<file path="config.mk">
export PLATFORM = sky130hd
export DESIGN_NAME = transconv_seq
export DESIGN_NICKNAME = d
export VERILOG_FILES = /design/src/rtl/transconv_pkg.sv /design/src/rtl/transconv_rowcol_cnt.sv /design/src/rtl/transconv_seq.sv
export SDC_FILE = /design/constraint.sdc
export NUM_CORES = 1
export LEC_CHECK = 0
export ABC_AREA = 1
export CORE_ASPECT_RATIO = 1.5
export CORE_MARGIN = 2
export CORE_UTILIZATION = 50
export DETAILED_ROUTE_END_ITERATION = 8
export GPL_ROUTABILITY_DRIVEN = 1
export HOLD_SLACK_MARGIN = 0.06
export PLACE_DENSITY = 0.73
export SYNTH_ARGS = -nofsm -noshare
export SYNTH_HDL_FRONTEND = slang
export SYNTH_SLANG_ARGS = --single-unit
</file>
<file path="constraint.sdc">
create_clock -name clk -period 7.1 [get_ports clk]
set_input_delay 0.71 -clock clk [delete_from_list [all_inputs] [get_ports clk]]
set_output_delay 0.71 -clock clk [all_outputs]
set_load 0.005 [all_outputs]
</file>
<file path="src/rtl/transconv_pkg.sv">
// Shared types and constants for the stride-2 3x3 transposed-convolution sequencer.
// Latency: n/a (declarations only).
// Backpressure: n/a.
package transconv_pkg;

    typedef enum logic [1:0] {
        ST_IDLE = 2'd0,
        ST_LOAD = 2'd1,
        ST_EMIT = 2'd2,
        ST_DONE = 2'd3
    } tc_state_e;

    localparam int TC_KERNEL = 3;
    localparam int TC_STRIDE = 2;

    // Output row width for an input row of w pixels: stride*w + 1.
    function automatic logic [15:0] ow_of(input logic [7:0] w);
        return 16'(TC_STRIDE) * {8'd0, w} + 16'd1;
    endfunction

endpackage

</file>
<file path="src/rtl/transconv_rowcol_cnt.sv">
// Wrapping row/column tag counter: col runs 0..col_last, then wraps and bumps row.
// Latency: new value visible the cycle after load/en.
// Backpressure: none; advances on every en cycle.
module transconv_rowcol_cnt (
    input  logic        clk,
    input  logic        rst,
    input  logic        load,
    input  logic [15:0] load_row,
    input  logic [15:0] load_col,
    input  logic        en,
    input  logic [15:0] col_last,
    output logic [15:0] row,
    output logic [15:0] col
);

    // Load takes priority over counting; column wrap carries into the row.
    always_ff @(posedge clk) begin
        if (rst) begin
            row <= 16'd0;
            col <= 16'd0;
        end else if (load) begin
            row <= load_row;
            col <= load_col;
        end else if (en) begin
            if (col == col_last) begin
                col <= 16'd0;
                row <= row + 16'd1;
            end else begin
                col <= col + 16'd1;
            end
        end
    end

endmodule

</file>
<file path="src/rtl/transconv_seq.sv">
// Sequencer walking the input map and driving transconv rw/hop/flip, tagging output pixels.
// Latency: first feat_en one cycle after start, first tc_rw two cycles, out_valid = emit flag + 2.
// Backpressure: none; the consumer must take one pixel per out_valid cycle.
import transconv_pkg::*;

module transconv_seq #(
    parameter int IMAGE_WIDTH  = 128,
    parameter int IMAGE_HEIGHT = 128,
    parameter int ADDR_W       = 16
) (
    input  logic              clk,
    input  logic              rst,
    input  logic              start,
    input  logic              abort,
    input  logic [7:0]        width,
    input  logic [7:0]        height,
    output logic              feat_en,
    output logic [ADDR_W-1:0] feat_addr,
    output logic              tc_rw,
    output logic              tc_hop,
    output logic              tc_flip,
    output logic              out_valid,
    output logic [15:0]       out_row,
    output logic [15:0]       out_col,
    output logic              busy,
    output logic              done,
    output logic              err
);

    tc_state_e   state_q, state_nxt;
    logic [7:0]  w_q, h_q;
    logic [15:0] r_q;       // current input row
    logic [15:0] c_q;       // column within the LOAD burst
    logic [15:0] win_q;     // cycle within the emit window
    logic [1:0]  drain_q;   // DONE waits for the emit pipeline to drain
    logic        flip_q;
    logic        rw_q;
    logic        win_d1, win_d2;
    logic        err_q;

    logic        accept, zero_start, reject, load_last, win_last;
    logic        zero_dim, too_big, last_row;
    logic [15:0] ow, win_len, row_base, addr_sum;

    assign zero_dim = (width == 8'd0) || (height == 8'd0);
    assign too_big  = (int'({24'd0, width}) > IMAGE_WIDTH / 2) ||
                      (int'({24'd0, height}) > IMAGE_HEIGHT);
    assign ow       = ow_of(w_q);
    assign last_row = (r_q == ({8'd0, h_q} - 16'd1));
    // The last window runs an extra output row to flush the trailing partial row.
    assign win_len  = last_row ? (ow + ow + ow) : (ow + ow);
    // r*W as an 8x8 product; r never exceeds H-1 so the low byte is exact.
    assign row_base = 16'(r_q[7:0]) * 16'(w_q);
    assign addr_sum = row_base + c_q;

    assign feat_en   = (state_q == ST_LOAD);
    assign feat_addr = feat_en ? ADDR_W'(addr_sum) : '0;
    assign tc_rw     = rw_q;
    assign tc_hop    = rw_q;
    assign tc_flip   = flip_q;
    assign out_valid = win_d2;
    assign busy      = (state_q != ST_IDLE);
    assign done      = (state_q == ST_DONE) && (drain_q == 2'd2);
    assign err       = err_q;

    // State register; abort and reset both force IDLE.
    always_ff @(posedge clk) begin
        if (rst || abort) begin
            state_q <= ST_IDLE;
        end else begin
            state_q <= state_nxt;
        end
    end

    // Next-state decode and per-state strobes.
    always_comb begin
        state_nxt  = state_q;
        accept     = 1'b0;
        zero_start = 1'b0;
        reject     = 1'b0;
        load_last  = 1'b0;
        win_last   = 1'b0;
        unique case (state_q)
            ST_IDLE: begin
                if (start) begin
                    if (zero_dim) begin
                        state_nxt  = ST_DONE;
                        zero_start = 1'b1;
                    end else if (too_big) begin
                        reject = 1'b1;
                    end else begin
                        state_nxt = ST_LOAD;
                        accept    = 1'b1;
                    end
                end
            end
            ST_LOAD: begin
                if (c_q == ({8'd0, w_q} - 16'd1)) begin
                    state_nxt = ST_EMIT;
                    load_last = 1'b1;
                end
            end
            ST_EMIT: begin
                if (win_q == (win_len - 16'd1)) begin
                    win_last  = 1'b1;
                    state_nxt = last_row ? ST_DONE : ST_LOAD;
                end
            end
            ST_DONE: begin
                if (drain_q == 2'd2) begin
                    state_nxt = ST_IDLE;
                end
            end
            default: state_nxt = ST_IDLE;
        endcase
    end

    // Layer registers, burst/window counters and the rw / emit-flag delay pipeline.
    always_ff @(posedge clk) begin
        if (rst || abort) begin
            w_q     <= 8'd0;
            h_q     <= 8'd0;
            r_q     <= 16'd0;
            c_q     <= 16'd0;
            win_q   <= 16'd0;
            drain_q <= 2'd0;
            flip_q  <= 1'b0;
            rw_q    <= 1'b0;
            win_d1  <= 1'b0;
            win_d2  <= 1'b0;
            err_q   <= 1'b0;
        end else begin
            rw_q   <= feat_en;
            win_d1 <= (state_q == ST_EMIT);
            win_d2 <= win_d1;
            err_q  <= reject;
            c_q    <= (feat_en && !load_last) ? c_q + 16'd1 : 16'd0;
            win_q  <= ((state_q == ST_EMIT) && !win_last) ? win_q + 16'd1 : 16'd0;
            if (accept) begin
                w_q    <= width;
                h_q    <= height;
                r_q    <= 16'd0;
                flip_q <= 1'b0;
            end
            if (win_last && !last_row) begin
                r_q    <= r_q + 16'd1;
                flip_q <= ~flip_q;
            end
            // Empty layers skip the drain; otherwise wait two cycles for out_valid to finish.
            if (zero_start) begin
                drain_q <= 2'd2;
            end else if (state_q == ST_DONE) begin
                drain_q <= (drain_q == 2'd2) ? 2'd0 : drain_q + 2'd1;
            end
        end
    end

    transconv_rowcol_cnt u_tag (
        .clk      (clk),
        .rst      (rst),
        .load     (accept || abort),
        .load_row (16'd0),
        .load_col (16'd0),
        .en       (win_d2),
        .col_last (ow - 16'd1),
        .row      (out_row),
        .col      (out_col)
    );

endmodule
</file>
==> metrics.md <==
| Metric | Value |
|---|---|
| Pre-CTS setup slack | `1200 ps` |
| Clk buf depth | `2` |
| Startpoint types | `register` |
| Via Count | `8,393` |
| GP Congestion | `0.922` |
| Worst ir drop on vdd | `0.125 mV` |
| # diodes | `0` |
| P per Cell Area | `116 nW/µm²` |
| Final nets | `1,516` |
| Reg area | `2100 µm²` |
| Clk root buf | `clkbuf_16` |
| CTS resizes | `0` |
| Crit path DAT | `5570 ps` |
| Number of port buffers | `75` |
| Vias per cell | `5.23` |
| CTS tree | `yes` |
| Core area | `17,900 µm²` |
| Critical setup path kind | `register to output pin` |
| Layout area overhead | `13.4%` |
| Overflow after GRT | `0` |
| DR iter-0 viols | `393` |
| Pleak | `4.85 nW` |
| Overall Global Routing Usage | `24.3%` |
| Avg Synthesized Cell Area | `6.93 µm²` |
| Count of final hold-check violations | `0` |
| DIE HEIGHT | `170 µm` |
| Crit path max-delay cell type | `dfxtp_1` |
| First-pass iteration count of the detailed router | `5` |
| Syn nets | `1,457` |
| Row count | `60` |
| Max Clock Freq | `0.159 GHz` |
| Synth unique cells | `48` |
| Cts bufs inserted | `9` |
| Dpl hpwl | `18,100 µm` |
| Final worst slack | `817 ps` |
| Top-area cell type share of the netlist area | `22.9%` |
| Initial antenna violation count | `0` |
| Starting Density | `51.2%` |
| Final Cycle Share | `88.5%` |
| Largest net degree at the start of global routing | `32` |
| Critical-path cell list | `nand2_1, fa_1, fa_1, inv_1, fa_1, fa_1, ha_1, inv_1, nor3_1, nand2_1, o211ai_1, nand2_1, inv_1, o21ai_0, nand2_1, a21oi_1, o21bai_1, o21ai_0, a21oi_1, clkdlybuf4s50_1` |
| Top Family by Delay on Critical Path | `adder cells` |
| Worst-Skew Late Latency | `360 ps` |
| Final Setup Violations | `0` |
| Synth area leader | `dfxtp_1` |
| CTS sink cnt | `105` |
| Layout cells sized above 1 | `6.34%` |
| Final Critical Period | `6280 ps` |
| Actual slew at the worst max-slew pin | `1110 ps` |
| Synthesized area | `9180 µm²` |
| RSZ-0062 raised after global routing | `false` |
| Rel. slew slack | `25.8%` |
| Routed Wire Length | `22,900 µm` |
| Syn Inst Count | `1,325` |
| Primary FF master, synth | `dfxtp_1` |
| Worst Clk Skew | `11.9 ps` |
| IO Pins | `76` |
| Worst min path class | `register to register` |
| DRC viols | `0` |
| Post-CTS setup buffer count | `0` |
| Hold-fix buffers, CTS | `0` |
| Max H-tree Level | `3` |
| Filler cell count | `1,734` |
| Worst Path Required | `6390 ps` |
| CP Capture Type | `output pin` |
| Clk slew on worst S/H paths | `70 ps` |
| Die area | `19,500 µm²` |
| Synth warn | `0` |
| Vias in the first global route | `8,232` |
| Top cells by area, synth | `dfxtp_1, fa_1, nand2_1` |
| Cell with the most instances after synthesis | `nand2_1` |
| Crit-path max cell delay | `760 ps` |
| Worst-path fanout max | `14` |
| WP buf/inv | `4` |
| Wire per inst | `14.3 µm` |
| Synth async-reset ratio | `0%` |
| Post-synth top cells | `nand2_1, inv_1, nor2_1` |
| Setup TNS | `0 ps` |
| WHS | `483 ps` |
| ANT nets after route | `0` |
| Area of the multi-input gates | `6010 µm²` |
| Max Cap Viol | `0` |
| EDFF count, synth | `0` |
| Outcome | `finished clean` |
| Seq/Total Area, Yosys | `22.9%` |
| Fin. max-slew vios | `0` |
| Global-route wire length before repair | `38,100 µm` |
| Synth Register Bits | `105` |
| Die width | `115 µm` |
==> through the flow <==
step                      instances  power [mW]  utilization (%)  area [µm²]
after global routing           1606        1.25             58.0       10400
after detailed placement       1590       0.685             56.3       10100
after floorplan                1325       0.656                -        9180
after CTS                      1606        1.22             58.0       10400
final                          1606        1.21             58.0       10400
after global placement         1590       0.685             56.3       10100
==> where the power goes <==
group / switching [mW] / internal, mW / total [mW]
Clock: 0.240 / 0.296 / 0.535
Combinational: 0.0482 / 0.0293 / 0.0775
Sequential: 0.00438 / 0.590 / 0.594
Total: 0.292 / 0.915 / 1.21
==> logic make-up after synthesis <==
kind of cell    share of synthesized area, %
compound gates                          8.39
flops                                   22.9
fa+ha+maj                               19.4
buf+inv                                 11.6
xor+xnor                                5.51
simple gates                            32.2
==> flip-flops by register name (all words and copies together) (netlist names), 2 cells and up <==
name and cells:
win_q 16, drain_q 2, h_q 8, u_tag.row 16
r_q 16, u_tag.col 16, c_q 16, state_q 2
w_q 8
==> layout make-up <==
type                    count  area share (%)
flip-flops and latches    105            20.2
clock inverters             5           0.601
well taps                 217            2.61
inverters                 248            8.94
repair buffers             79            7.50
clock buffers              11            2.43
multi-input cells         941            57.7
==> per-layer routing <==
layer	up-vias	global-route usage, %	wire length [µm]
met4	0	11.1	941
met3	49	4.02	989
met1	3883	27.5	9230
met2	190	44.0	11700
met5	-	0	0
li1	4271	-	-
==> final timing paths <==
kind,start,slack [ps],cells past startpoint,to
setup / recovery,w_q[4],820,20,feat_addr[15]
hold / removal,win_q[14],480,2,win_q[14]
setup reg to reg,w_q[0],3310,15,r_q[6]
hold reg to reg,win_q[14],480,2,win_q[14]
==> worst min-delay path: stages, from the launching register on <==
cell and delay (ps):
dfxtp_1 320, nand2_1 60, a21oi_1 50
==> layout by cell type, fill, tap and decap left out, drive strengths merged, types with 2 or more instances in the layout <==
master and n:
nand2 280, inv 247, nor2 159, dfxtp 105
nand3 90, a21oi 77, clkdlybuf4s50 75, ha 61
fa 51, o21ai 51, nor3 40, xor2 40
nand4 20, xnor2 16, nor3b 12, nor4 11
or2 11, clkbuf 11, buf 4, nand3b 4
clkinv 4, o21bai 3, a211oi 3, a21o 2
o211ai 2, o21a 2
Note: power is estimated with default switching activity, not from simulation.
